[src/rtl/bin2bcd_seq_pkg.sv]
// rtl/bin2bcd_seq_pkg.sv - shared state encodings and constants for the binary-to-BCD converter
//
// Purpose : State type, nibble-adjust constants and time-field bound used by
//           bin2bcd_seq and its per-nibble adjust cell.
// Ports   : none (package).
`timescale 1ns/1ps

package bin2bcd_seq_pkg;

  typedef enum logic [1:0] {
    ST_IDLE  = 2'd0,
    ST_SHIFT = 2'd1,
    ST_DONE  = 2'd2
  } state_t;

  // Double-dabble nibble correction: a digit of 5 or more would overflow
  // past 9 after the next doubling, so it is pre-biased by 3.
  localparam logic [3:0] BCD_ADJ_THRESH = 4'd5;
  localparam logic [3:0] BCD_ADJ_ADD    = 4'd3;

  // Largest legal minutes/seconds value.
  localparam int TIME_FIELD_MAX = 59;

  // Largest value representable in the given number of decimal digits.
  function automatic int pow10_minus1(input int digits);
    int r;
    r = 1;
    for (int i = 0; i < digits; i++) begin
      r = r * 10;
    end
    return r - 1;
  endfunction

endpackage

[src/rtl/bin2bcd_seq_bcd_adj3.sv]
// rtl/bin2bcd_seq_bcd_adj3.sv - combinational add-3-if-at-least-5 correction for one BCD nibble
//
// Purpose : One double-dabble correction cell; the top instantiates one per
//           BCD digit. Pure 4-bit arithmetic, no carry into the next nibble.
// Ports   : nib_in  [3:0] BCD digit before correction
//           nib_out [3:0] digit after the conditional +3
`timescale 1ns/1ps

module bin2bcd_seq_bcd_adj3
  import bin2bcd_seq_pkg::*;
(
  input  logic [3:0] nib_in,
  output logic [3:0] nib_out
);

  // The largest input that gets adjusted is a valid digit (<=9 in a legal
  // conversion), so 9+3=12 still fits in four bits.
  assign nib_out = (nib_in >= BCD_ADJ_THRESH) ? (nib_in + BCD_ADJ_ADD) : nib_in;

endmodule

[src/rtl/bin2bcd_seq.sv]
// rtl/bin2bcd_seq.sv - sequential shift-and-add-3 binary-to-BCD converter with start/busy/done handshake
//
// Purpose : Converts an IN_W-bit binary field value (minutes/seconds/hours) to
//           DIGITS packed BCD digits, one bit per clock, so a single instance
//           can be time-shared across fields by the controller FSM.
// Build option : define TIME_FIELD_CHECK_EN to bound the range check at 59 and
//           force bcd_out to zero on an out-of-range value. Without it the
//           bound is 10^DIGITS-1 and the low digits are passed through.
// Ports   : clk      rising-edge clock
//           reset    asynchronous active-low reset (0 = reset)
//           start    conversion request, sampled only when idle
//           bin_in   [IN_W-1:0] binary value, captured on the accepting cycle
//           busy     high from the cycle after start up to the result cycle
//           done     one-cycle pulse, bcd_out/err valid
//           bcd_out  [4*DIGITS-1:0] packed BCD, MS digit in the top nibble, held
//           err      range error of the last conversion, held
`timescale 1ns/1ps

module bin2bcd_seq
  import bin2bcd_seq_pkg::*;
#(
  parameter int IN_W   = 7,
  parameter int DIGITS = 2
)
(
  input  logic                  clk,
  input  logic                  reset,
  input  logic                  start,
  input  logic [IN_W-1:0]       bin_in,
  output logic                  busy,
  output logic                  done,
  output logic [4*DIGITS-1:0]   bcd_out,
  output logic                  err
);

  localparam int BCD_W = 4 * DIGITS;
  localparam int SR_W  = BCD_W + IN_W;
  localparam int CNT_W = (IN_W > 1) ? $clog2(IN_W) : 1;

  localparam logic [CNT_W-1:0] LAST_CNT = CNT_W'(IN_W - 1);

`ifdef TIME_FIELD_CHECK_EN
  localparam int ERR_LIMIT = TIME_FIELD_MAX;
`else
  localparam int ERR_LIMIT = pow10_minus1(DIGITS);
`endif

  state_t            state;
  logic [SR_W-1:0]   sreg;      // {BCD digits, remaining binary bits}
  logic [CNT_W-1:0]  count;
  logic              err_pend;  // range result of the value being converted

  logic [BCD_W-1:0]  bcd_adj;
  logic [SR_W-1:0]   sreg_adj;
  logic              in_range_err;
  logic [BCD_W-1:0]  bcd_result;

  // Per-digit correction applied before every shift.
  for (genvar g = 0; g < DIGITS; g++) begin : g_adj
    bin2bcd_seq_bcd_adj3 u_adj (
      .nib_in  (sreg[IN_W + 4*g +: 4]),
      .nib_out (bcd_adj[4*g +: 4])
    );
  end

  assign sreg_adj = {bcd_adj, sreg[IN_W-1:0]};

  // Range is decided on the raw input at capture time; the binary bits are
  // shifted out during conversion so they cannot be compared later.
  assign in_range_err = ({{(32-IN_W){1'b0}}, bin_in} > 32'(ERR_LIMIT));

  // Digits above DIGITS are shifted out of the top, which leaves the low
  // decimal digits of an oversize value intact (127 -> 27).
`ifdef TIME_FIELD_CHECK_EN
  assign bcd_result = err_pend ? '0 : sreg[SR_W-1 -: BCD_W];
`else
  assign bcd_result = sreg[SR_W-1 -: BCD_W];
`endif

  always_ff @(posedge clk or negedge reset) begin
    if (!reset) begin
      state    <= ST_IDLE;
      sreg     <= '0;
      count    <= '0;
      err_pend <= 1'b0;
      bcd_out  <= '0;
      err      <= 1'b0;
      busy     <= 1'b0;
      done     <= 1'b0;
    end else begin
      done <= 1'b0;
      case (state)
        ST_IDLE: begin
          if (start) begin
            sreg     <= {{BCD_W{1'b0}}, bin_in};
            count    <= '0;
            err_pend <= in_range_err;
            busy     <= 1'b1;
            state    <= ST_SHIFT;
          end
        end

        ST_SHIFT: begin
          sreg  <= {sreg_adj[SR_W-2:0], 1'b0};
          count <= count + 1'b1;
          if (count == LAST_CNT) begin
            state <= ST_DONE;
          end
        end

        ST_DONE: begin
          bcd_out <= bcd_result;
          err     <= err_pend;
          done    <= 1'b1;
          busy    <= 1'b0;
          state   <= ST_IDLE;
        end

        default: begin
          state <= ST_IDLE;
          busy  <= 1'b0;
        end
      endcase
    end
  end

endmodule

[config.mk]
export PLATFORM = sky130hd
export DESIGN_NAME = bin2bcd_seq
export DESIGN_NICKNAME = d
export VERILOG_FILES = /design/src/rtl/bin2bcd_seq_pkg.sv /design/src/rtl/bin2bcd_seq_bcd_adj3.sv /design/src/rtl/bin2bcd_seq.sv
export SDC_FILE = /design/constraint.sdc
export NUM_CORES = 1
export LEC_CHECK = 0
export CORE_MARGIN = 2
export CORE_UTILIZATION = 52
export CTS_BUF_LIST = sky130_fd_sc_hd__clkbuf_8 sky130_fd_sc_hd__clkbuf_16
export DETAILED_ROUTE_END_ITERATION = 10
export HOLD_SLACK_MARGIN = 0.08
export PLACE_DENSITY_LB_ADDON = 0.08
export SLEW_MARGIN = 15
export SYNTH_ARGS = -nofsm -noshare
export SYNTH_HDL_FRONTEND = slang
export SYNTH_SLANG_ARGS = --single-unit
[constraint.sdc]
create_clock -name clk -period 1.7 [get_ports clk]
set_input_delay 0.425 -clock clk [delete_from_list [all_inputs] [get_ports clk]]
set_output_delay 0.425 -clock clk [all_outputs]
set_load 0.01 [all_outputs]
# Yosys cells after proc, flatten, opt, wreduce, memory -nomap -nowiden

Index checks and enable logic that the tools add are counted.

Shifts and indexed selects: 0
Add/subtract/negate cells: 3
Order comparisons: 3
Reductions and logical operators: 6
Bitwise gates (word level): 1
Multipliers: 0
Equal/unequal tests: 5
Divide/modulo/power cells: 0
Muxes and demuxes: 12

Operators with widths:

| kind                                                               | number |
|---|---|
| case mux 15 bit (2 select lines)                                   | 1 |
| two-way mux 15 bit                                                 | 1 |
| greater-or-equal comparator 4 x 3 -> 1 bit (second input constant) | 2 |
| AND reduction 2 bit                                                | 4 |
| > comparator 7 bit (second input constant)                         | 1 |
| two-way mux 3 bit                                                  | 2 |
| case mux 3 bit (2 select lines)                                    | 1 |
| adder 4 x 2 -> 4 bit (second input constant)                       | 1 |
| two-way mux 2 bit                                                  | 2 |
| two-way mux 4 bit                                                  | 1 |
| inequality test 2 bit (second input constant)                      | 2 |
| case mux 2 bit (2 select lines)                                    | 1 |
| adder 3 x 1 -> 3 bit (second input constant)                       | 1 |
| adder 3 x 2 -> 3 bit (second input constant)                       | 1 |
| equality test 3 bit (second input constant)                        | 1 |
| equality test 2 x 1 -> 1 bit (second input constant)               | 1 |
| equality test 2 bit (second input constant)                        | 1 |
| logical NOT 2 bit                                                  | 1 |
| two-way mux 1 bit                                                  | 2 |
| case mux 1 bit (2 select lines)                                    | 1 |
| nonzero test 2 bit                                                 | 1 |
| inverter 1 bit                                                     | 1 |

Input port bits: 10
Register bits after elaboration: 32
Bits in writable memories: 0
Logic and storage cells: 38
Latch bits: 0
Memories kept: 0
Bits in read-only memories: 0

# Depth between registers and ports, before layout

Gate-level depths: netlist of run 1.

Depth in word-level cells: 3
Depth in mapped cells: 6
Mapped depth without buffers: 6

# Hierarchy

A second synthesis of run 1 with hierarchy kept.

Cells, all modules: 128
Area, all modules: 1487.7 um^2

By module, submodules not included:

| module               | cells an instance | seq. area each (um^2) | instances | area an instance (um^2) |
|---|---|---|---|---|
| bin2bcd_seq          | 96                | 800.8                 | 1         | 1285.0 |
| bin2bcd_seq_bcd_adj3 | 16                | 0.0                   | 2         | 101.3 |

# Worst setup path after synthesis of run 1

No wires, ideal clock.

Path kind: register to register
Start point: reg sreg[7]
End point: reg sreg[9]
Library setup time: 121 ps
Period minus slack after synthesis: 1362 ps
Cell stages (with the launch flop): 7
Path slack: 338 ps
Arrival: 1241 ps
Path through: dfrtp_1 -> inv_1 -> ha_1 -> nand2b_1 -> a21oi_1 -> mux2i_1 -> a22o_1

Cells in the longest elaborated chain, start to end: 3

Ends and longest elaborated chain:

| what                                                                               | RTL line                   | RTL |
|---|---|---|
| start, declared                                                                    | bin2bcd_seq.sv:49          | `logic [SR_W-1:0] sreg;` |
| start signal, assigned                                                             | bin2bcd_seq.sv:95          | `sreg <= {{BCD_W{1'b0}}, bin_in};` |
| start signal, assigned                                                             | bin2bcd_seq.sv:104         | `sreg <= {sreg_adj[SR_W-2:0], 1'b0};` |
| adder 4 x 2 -> 4 bit or greater-or-equal comparator 4 x 3 -> 1 bit (tied branches) | bin2bcd_seq_bcd_adj3.sv:18 | `assign nib_out = (nib_in >= BCD_ADJ_THRESH) ? (nib_in + BCD_ADJ_ADD) : nib_in;` |
| two-way mux 4 bit *                                                                | bin2bcd_seq_bcd_adj3.sv:18 |  |
| case mux 15 bit (2 select lines) *                                                 | bin2bcd_seq.sv:92          | `case (state)` |

Every way passes the cells marked *; elsewhere a longest branch is shown, timed or not.
A chain may end at the register's enable or synchronous reset.

# Worst setup path in the final report of run 1

Start point: reg busy
End point: out busy

RTL lines:

| what                   | RTL line           | RTL |
|---|---|---|
| start, declared        | bin2bcd_seq.sv:30  | `output logic busy,` |
| start signal, assigned | bin2bcd_seq.sv:88  | `busy <= 1'b0;` |
| start signal, assigned | bin2bcd_seq.sv:98  | `busy <= 1'b1;` |
| start signal, assigned | bin2bcd_seq.sv:115 | `busy <= 1'b0;` |

No word-level cell between the ends.

==> run_results.csv, run 1 <==
group,metric,value,unit
clocking,clk_pin_slew,0.07,ns
grt,grt_max_degree,33,
yosys,yosysWarnings,0,
die,num_rows,19,
pwr,power_frac_seq,39.7,%
layout,filler_cell_count,224,
clocking,clock_sinks,32,
die,start_util,53.6,%
critical_path,startpoint_type,"register",
detailed_routing,vias,1044,
critical_path,endpoint_kind,"primary output",
place,hpwlAfterDp,1960,um
clocking,htree_levels,2,
clocking,cts_buffers,5,
critical_path,crit_path_cell_trace,"clkdlybuf4s50_1",
detailed_routing,via_per_inst,5.38,
die,dieWidth,56.6,um
critical_path,slowest_stage,"clkdlybuf4s50_1",
layout,nets,178,
yosys,ys_ff_latch,32,
status,status,"finished clean",
sta,finalHoldViolCount,0,
clocking,holdBufCountCts,0,
clocking,cts_resized,0,
layout,multiInputGateArea,574,um^2
yosys,synth_nets,151,
pwr,intPower,2.12,mW
yosys,ys_seq_area_share,55.7,%
sta,timing.final.crit_period,1.59,ns
layout,seq_area,801,um^2
clocking,cts_setup_buffers,0,
sta,fmax,630,MHz
critical_path,slowest_delay,0.54,ns
grt,grt_util_all_layers,20.2,%
pwr,power.share.clock,22.0,%
place,place.gp.congestion,0.740,
clocking,clockBufferDepth,2,
critical_path,cp_num_buf_inv,1,
die,die_area,0.00320,mm^2
sta,slew_viol_final,0,
critical_path,regToRegSetupSlack,0.16,ns
yosys,synth_cells,135,
sta,relSlewSlack,65.8,%
yosys,syn_area,0.00144,mm^2
pwr,powerDensity,1790,mW/mm^2
yosys,ys_top_cells_by_area,"dfrtp_1 (56%), o21ai_0 (5.9%), ha_1 (5.2%)",
sta,finalCritPeriodShare,93.4,%
layout,layout_common_cells,"dfrtp_1 (32), clkdlybuf4s50_1 (20), nand2_1 (19)",
clocking,clock_insertion_delay_worst_skew,0.28,ns
hold_path,hp-class,"reg -> reg",
critical_path,cp_top_family,"buffers and inverters",
critical_path,critical_path_class,"reg -> out",
detailed_routing,routed_wl,2760,um
critical_path,required,1.27,ns
detailed_routing,drtIter0Drc,30,
pwr,peakVddDrop,1.19,mV
detailed_routing,drtPass1Iterations,4,
die,core,0.00269,mm^2
layout,syn_to_final_growth,25.2,%
detailed_routing,postRouteAntennaNets,0,
layout,n_antenna_cell,0,
grt,antenna_found_initial,0,
clocking,cts_root_buf,"clkbuf_8",
grt,overflow,0,
detailed_routing,drc,0,
pwr,fin_total_pwr,3.23,mW
sta,skew,0.00486,ns
layout,final_common_cell,"dfrtp_1",
yosys,synth_top_area_cell,"dfrtp_1",
yosys,ys_types,27,
sta,rsz0062_at_grt,"no",
die,ios,21,
critical_path,cp.arrival,1.16,ns
sta,finalSetupTns,0,ns
yosys,synth.avg_cell_area,10.7,um^2
grt,grt_pass1_wl,4910,um
flow_run,cap_violations,0,
yosys,synth_top_area_share,55.7,%
pwr,swShare,34.4,%
die,fp.dieH,56.6,um
sta,setup_viol,0,
place,port_buffers,20,
pwr,power_leakage,0.841,nW
grt,grt_pass1_vias,1138,
pwr,comb_power_share,38.3,%
pwr,switchingPower,1.11,mW
clocking,cts_tree,"yes",
sta,tightestPinTransition,0.512,ns
detailed_routing,wl_per_cell,14.2,um
critical_path,worstPathMaxFanout,2,
layout,drive_gt1_share,11.7,%
## power groups by stage
stage                     clock [mW]  sequential (mW)  combinational [mW]
after floorplan                    0             1.28               0.807
after global placement             0             1.28                1.18
after detailed placement           0             1.30                1.24
after CTS                      0.725             1.28                1.25
after global routing           0.755             1.32                1.39
final                          0.711             1.28                1.24
## final cells by class
cell class                      count  share of cell area (%)
Multi-Input combinational cell     90                    31.9
Clock inverter                      3                    2.15
Inverter                            8                    1.67
Clock buffer                        5                    3.82
Timing Repair Buffer               25                    13.9
Tap cell                           31                    2.15
Sequential cell                    32                    44.4
## flip-flops by register name (all words and copies together) (netlist names)
| name | count |
|---|---|
| busy | 1 |
| bcd_out | 8 |
| sreg | 15 |
| err_pend | 1 |
| count | 3 |
| done | 1 |
| state | 2 |
| err | 1 |
## per-layer routing
metal | global-route usage (%) | wire length (um)
met1 | 21.9 | 1160
met3 | 5.07 | 107
met4 | 9.18 | 61
met2 | 36.5 | 1430
met5 | 0 | 0
## worst paths after layout
check / from / endpoint / cells past startpoint
setup / recovery: busy$_DFFE_PN0P_ / busy / 1
min in group asynchronous: reset / bcd_out[0]$_DFFE_PN0P_ / 2
max in group asynchronous: reset / err_pend$_DFFE_PN0P_ / 2
hold / removal: bcd_out[1]$_DFFE_PN0P_ / bcd_out[1]$_DFFE_PN0P_ / 2
hold reg to reg: bcd_out[1]$_DFFE_PN0P_ / bcd_out[1]$_DFFE_PN0P_ / 2
setup reg to reg: sreg[11]$_DFFE_PN0P_ / sreg[13]$_DFFE_PN0P_ / 6
## stage by stage
stage	hold WS [ns]	worst slack, ns	instance area, um^2	instances	util [%]
2_1_floorplan	0.129	0.338	1440	135	-
3_3_place_gp	0.463	0.194	1690	186	63.1
3_5_place_dp	0.470	0.168	1690	186	63.1
4_1_cts	0.486	0.0927	1800	194	67.1
5_1_grt	0.512	0.0447	1800	194	67.1
6_report	0.478	0.113	1800	194	67.1
## cells in the mapped netlist
master and count:
dfrtp_1 32, nor2b_1 2, and3_1 1, xnor2_1 2
buf_2 3, nor3_1 2, o21ai_0 17, a31oi_1 1
nand2_1 19, nand3_1 2, nand2b_1 3, inv_1 7
nor2_1 3, nand2_2 1, nor3b_1 1, buf_6 1
buf_4 1, o22ai_1 2, a21oi_1 6, inv_2 1
ha_1 6, a22o_1 3, mux2_2 5, o31ai_1 1
o21ai_1 5, o311ai_0 1, mux2i_1 7
## cell families (layout without fill, tap and decap cells)
logic type      Yosys count  in the layout  synth area share, %
compound gates           36             36                 14.0
xor+xnor                  2              2                 1.22
fa+ha+maj                 6              6                 5.22
buf+inv                  13             41                 4.43
flops                    32             32                 55.7
mux                      12             12                 8.78
simple gates             34             34                 10.7
Note: power is estimated with default switching activity, not from simulation.
==> run 2: changes to the inputs <==
- CELL_PAD_IN_SITES_DETAIL_PLACEMENT: default -> 1
- CELL_PAD_IN_SITES_GLOBAL_PLACEMENT: default -> 1
- CORE_UTILIZATION: 52 -> 41
- TNS_END_PERCENT: default -> 20
==> run 2 against run 1 <==
Against the previous run:
- final cell count up 7.7%
- core utilization decreased by 14 points
- register-to-register slack got worse by 0.05 ns
- die area grew 25%
- non-clock buffer count stayed put
- sequential cell count did not move
- maximum frequency down 1.6%
- via count grew 3.2%
- cell area shrank 0.62%
- global-route usage is 2.9 points lower
- hold slack gained 0.0052 ns
- largest cell class unchanged
- largest power group unchanged
==> run_results.csv, run 2 (synthesis results as in run 1) <==
group,metric,value,unit
status,status,"finished clean",
critical_path,regToRegSetupSlack,0.11,ns
flow_run,cap_violations,0,
clocking,clock_sinks,32,
layout,layout_common_cells,"dfrtp_1 (32), clkdlybuf4s50_1 (20), nand2_1 (19)",
layout,largest_reg_flops,15,
die,ios,21,
detailed_routing,vias,1077,
clocking,cts_root_buf,"clkbuf_8",
die,dieWidth,63.2,um
sta,finalHoldViolCount,0,
sta,rsz0062_at_grt,"no",
layout,seq_area,801,um^2
sta,slew_viol_final,0,
detailed_routing,routed_wl,3090,um
layout,fin_cells,209,
pwr,comb_power_share,39.7,%
clocking,clockBufferDepth,2,
sta,skew,0.00762,ns
detailed_routing,drtPass1Iterations,4,
clocking,cts_resized,0,
place,port_buffers,20,
critical_path,cp.arrival,1.19,ns
layout,final_common_cell,"dfrtp_1",
layout,top_register,"sreg",
critical_path,r2r-start,"sreg[7]$_DFFE_PN0P_",
grt,grt_max_degree,33,
clocking,clk_pin_slew,0.07,ns
detailed_routing,drtIter0Drc,37,
pwr,swShare,36.2,%
hold_path,hp-class,"reg -> reg",
detailed_routing,wl_per_cell,14.8,um
sta,tightestPinTransition,0.567,ns
layout,filler_cell_count,412,
critical_path,cp_top_family,"buffers and inverters",
clocking,holdBufCountCts,0,
sta,relSlewSlack,62.1,%
critical_path,cp_num_buf_inv,1,
critical_path,worstPathMaxFanout,2,
place,hpwlAfterDp,2200,um
detailed_routing,via_per_inst,5.15,
hold_path,hold_start,"sreg[4]$_DFFE_PN0P_",
place,place.gp.congestion,0.700,
die,core,0.00336,mm^2
critical_path,critical_path_class,"reg -> out",
grt,grt_util_all_layers,17.3,%
pwr,power_frac_seq,41.4,%
clocking,cts_buffers,5,
detailed_routing,postRouteAntennaNets,0,
hold_path,whs_path_depth,2,
clocking,htree_levels,2,
grt,grt_pass1_vias,1158,
place,placed_cells,201,
die,die_area,0.00400,mm^2
grt,grt_pass1_wl,5410,um
die,start_util,42.8,%
sta,setup_viol,0,
die,fp.dieH,63.2,um
pwr,switchingPower,1.13,mW
critical_path,slowest_delay,0.55,ns
critical_path,crit_path_cell_trace,"clkdlybuf4s50_1",
detailed_routing,drc,0,
critical_path,endpoint_kind,"primary output",
layout,syn_to_final_growth,24.4,%
grt,overflow,0,
pwr,power.share.clock,18.9,%
hold_path,min_to,"sreg[4]$_DFFE_PN0P_",
critical_path,r2r_end,"sreg[9]$_DFFE_PN0P_",
pwr,powerDensity,1740,mW/mm^2
die,num_rows,21,
pwr,intPower,1.98,mW
sta,fmax,620,MHz
grt,antenna_found_initial,0,
critical_path,startpoint_type,"register",
critical_path,ff2ff_path_depth,6,
critical_path,required,1.27,ns
clocking,clock_insertion_delay_worst_skew,0.28,ns
layout,n_antenna_cell,0,
sta,timing.final.crit_period,1.61,ns
layout,drive_gt1_share,11.0,%
critical_path,slowest_stage,"clkdlybuf4s50_1",
clocking,cts_setup_buffers,0,
sta,finalSetupTns,0,ns
layout,nets,178,
clocking,cts_tree,"yes",
layout,reg.largest.list,"sreg x15, bcd_out x8, count x3",
layout,multiInputGateArea,574,um^2
pwr,peakVddDrop,0.794,mV
sta,finalCritPeriodShare,94.9,%
pwr,power_leakage,0.832,nW
[run 2: area by class of cell]
type	instances	area share (%)
flip-flops and latches	32	44.7
multi-input cells	90	32.1
inverters	8	1.68
clock buffers	6	4.61
well taps	46	3.21
clock inverters	2	0.419
repair buffers	25	13.3
[run 2: stage by stage]
step | power [mW] | util, % | setup WS, ns | hold WS (ns) | instance area (um^2)
3_3_place_gp | 2.45 | 50.6 | 0.172 | 0.461 | 1700
6_report | 3.11 | 53.2 | 0.0865 | 0.483 | 1790
3_5_place_dp | 2.54 | 50.6 | 0.104 | 0.477 | 1700
4_1_cts | 3.16 | 53.2 | 0.0756 | 0.491 | 1790
5_1_grt | 3.36 | 53.2 | 0.0245 | 0.521 | 1790
2_1_floorplan | 2.08 | - | 0.338 | 0.129 | 1440
[run 2: worst max-delay path by stage]
stage | startpoint | to | slack (ns) | cells past startpoint
global placement | start | sreg[7]$_DFFE_PN0P_ | 0.17 | 4
detailed placement | start | sreg[14]$_DFFE_PN0P_ | 0.10 | 5
CTS | bcd_out[0]$_DFFE_PN0P_ | bcd_out[0] | 0.08 | 1
floorplan | sreg[7]$_DFFE_PN0P_ | sreg[9]$_DFFE_PN0P_ | 0.34 | 6
global route | sreg[7]$_DFFE_PN0P_ | sreg[9]$_DFFE_PN0P_ | 0.02 | 6
finish | bcd_out[0]$_DFFE_PN0P_ | bcd_out[0] | 0.09 | 1
[run 2: routing by layer]
metal  part of all wire (%)  GRT usage, %
met2                     52          31.5
met4                   0.94          4.89
met5                      0             0
met3                    3.9          5.00
met1                     43          19.5
[run 2: power by group through the flow]
stage                     combinational, mW  sequential, mW  clock [mW]
after global routing                   1.39            1.33       0.637
final                                  1.23            1.29       0.587
after global placement                 1.17            1.28           0
after CTS                              1.26            1.29       0.603
after detailed placement               1.23            1.30           0
after floorplan                       0.807            1.28           0
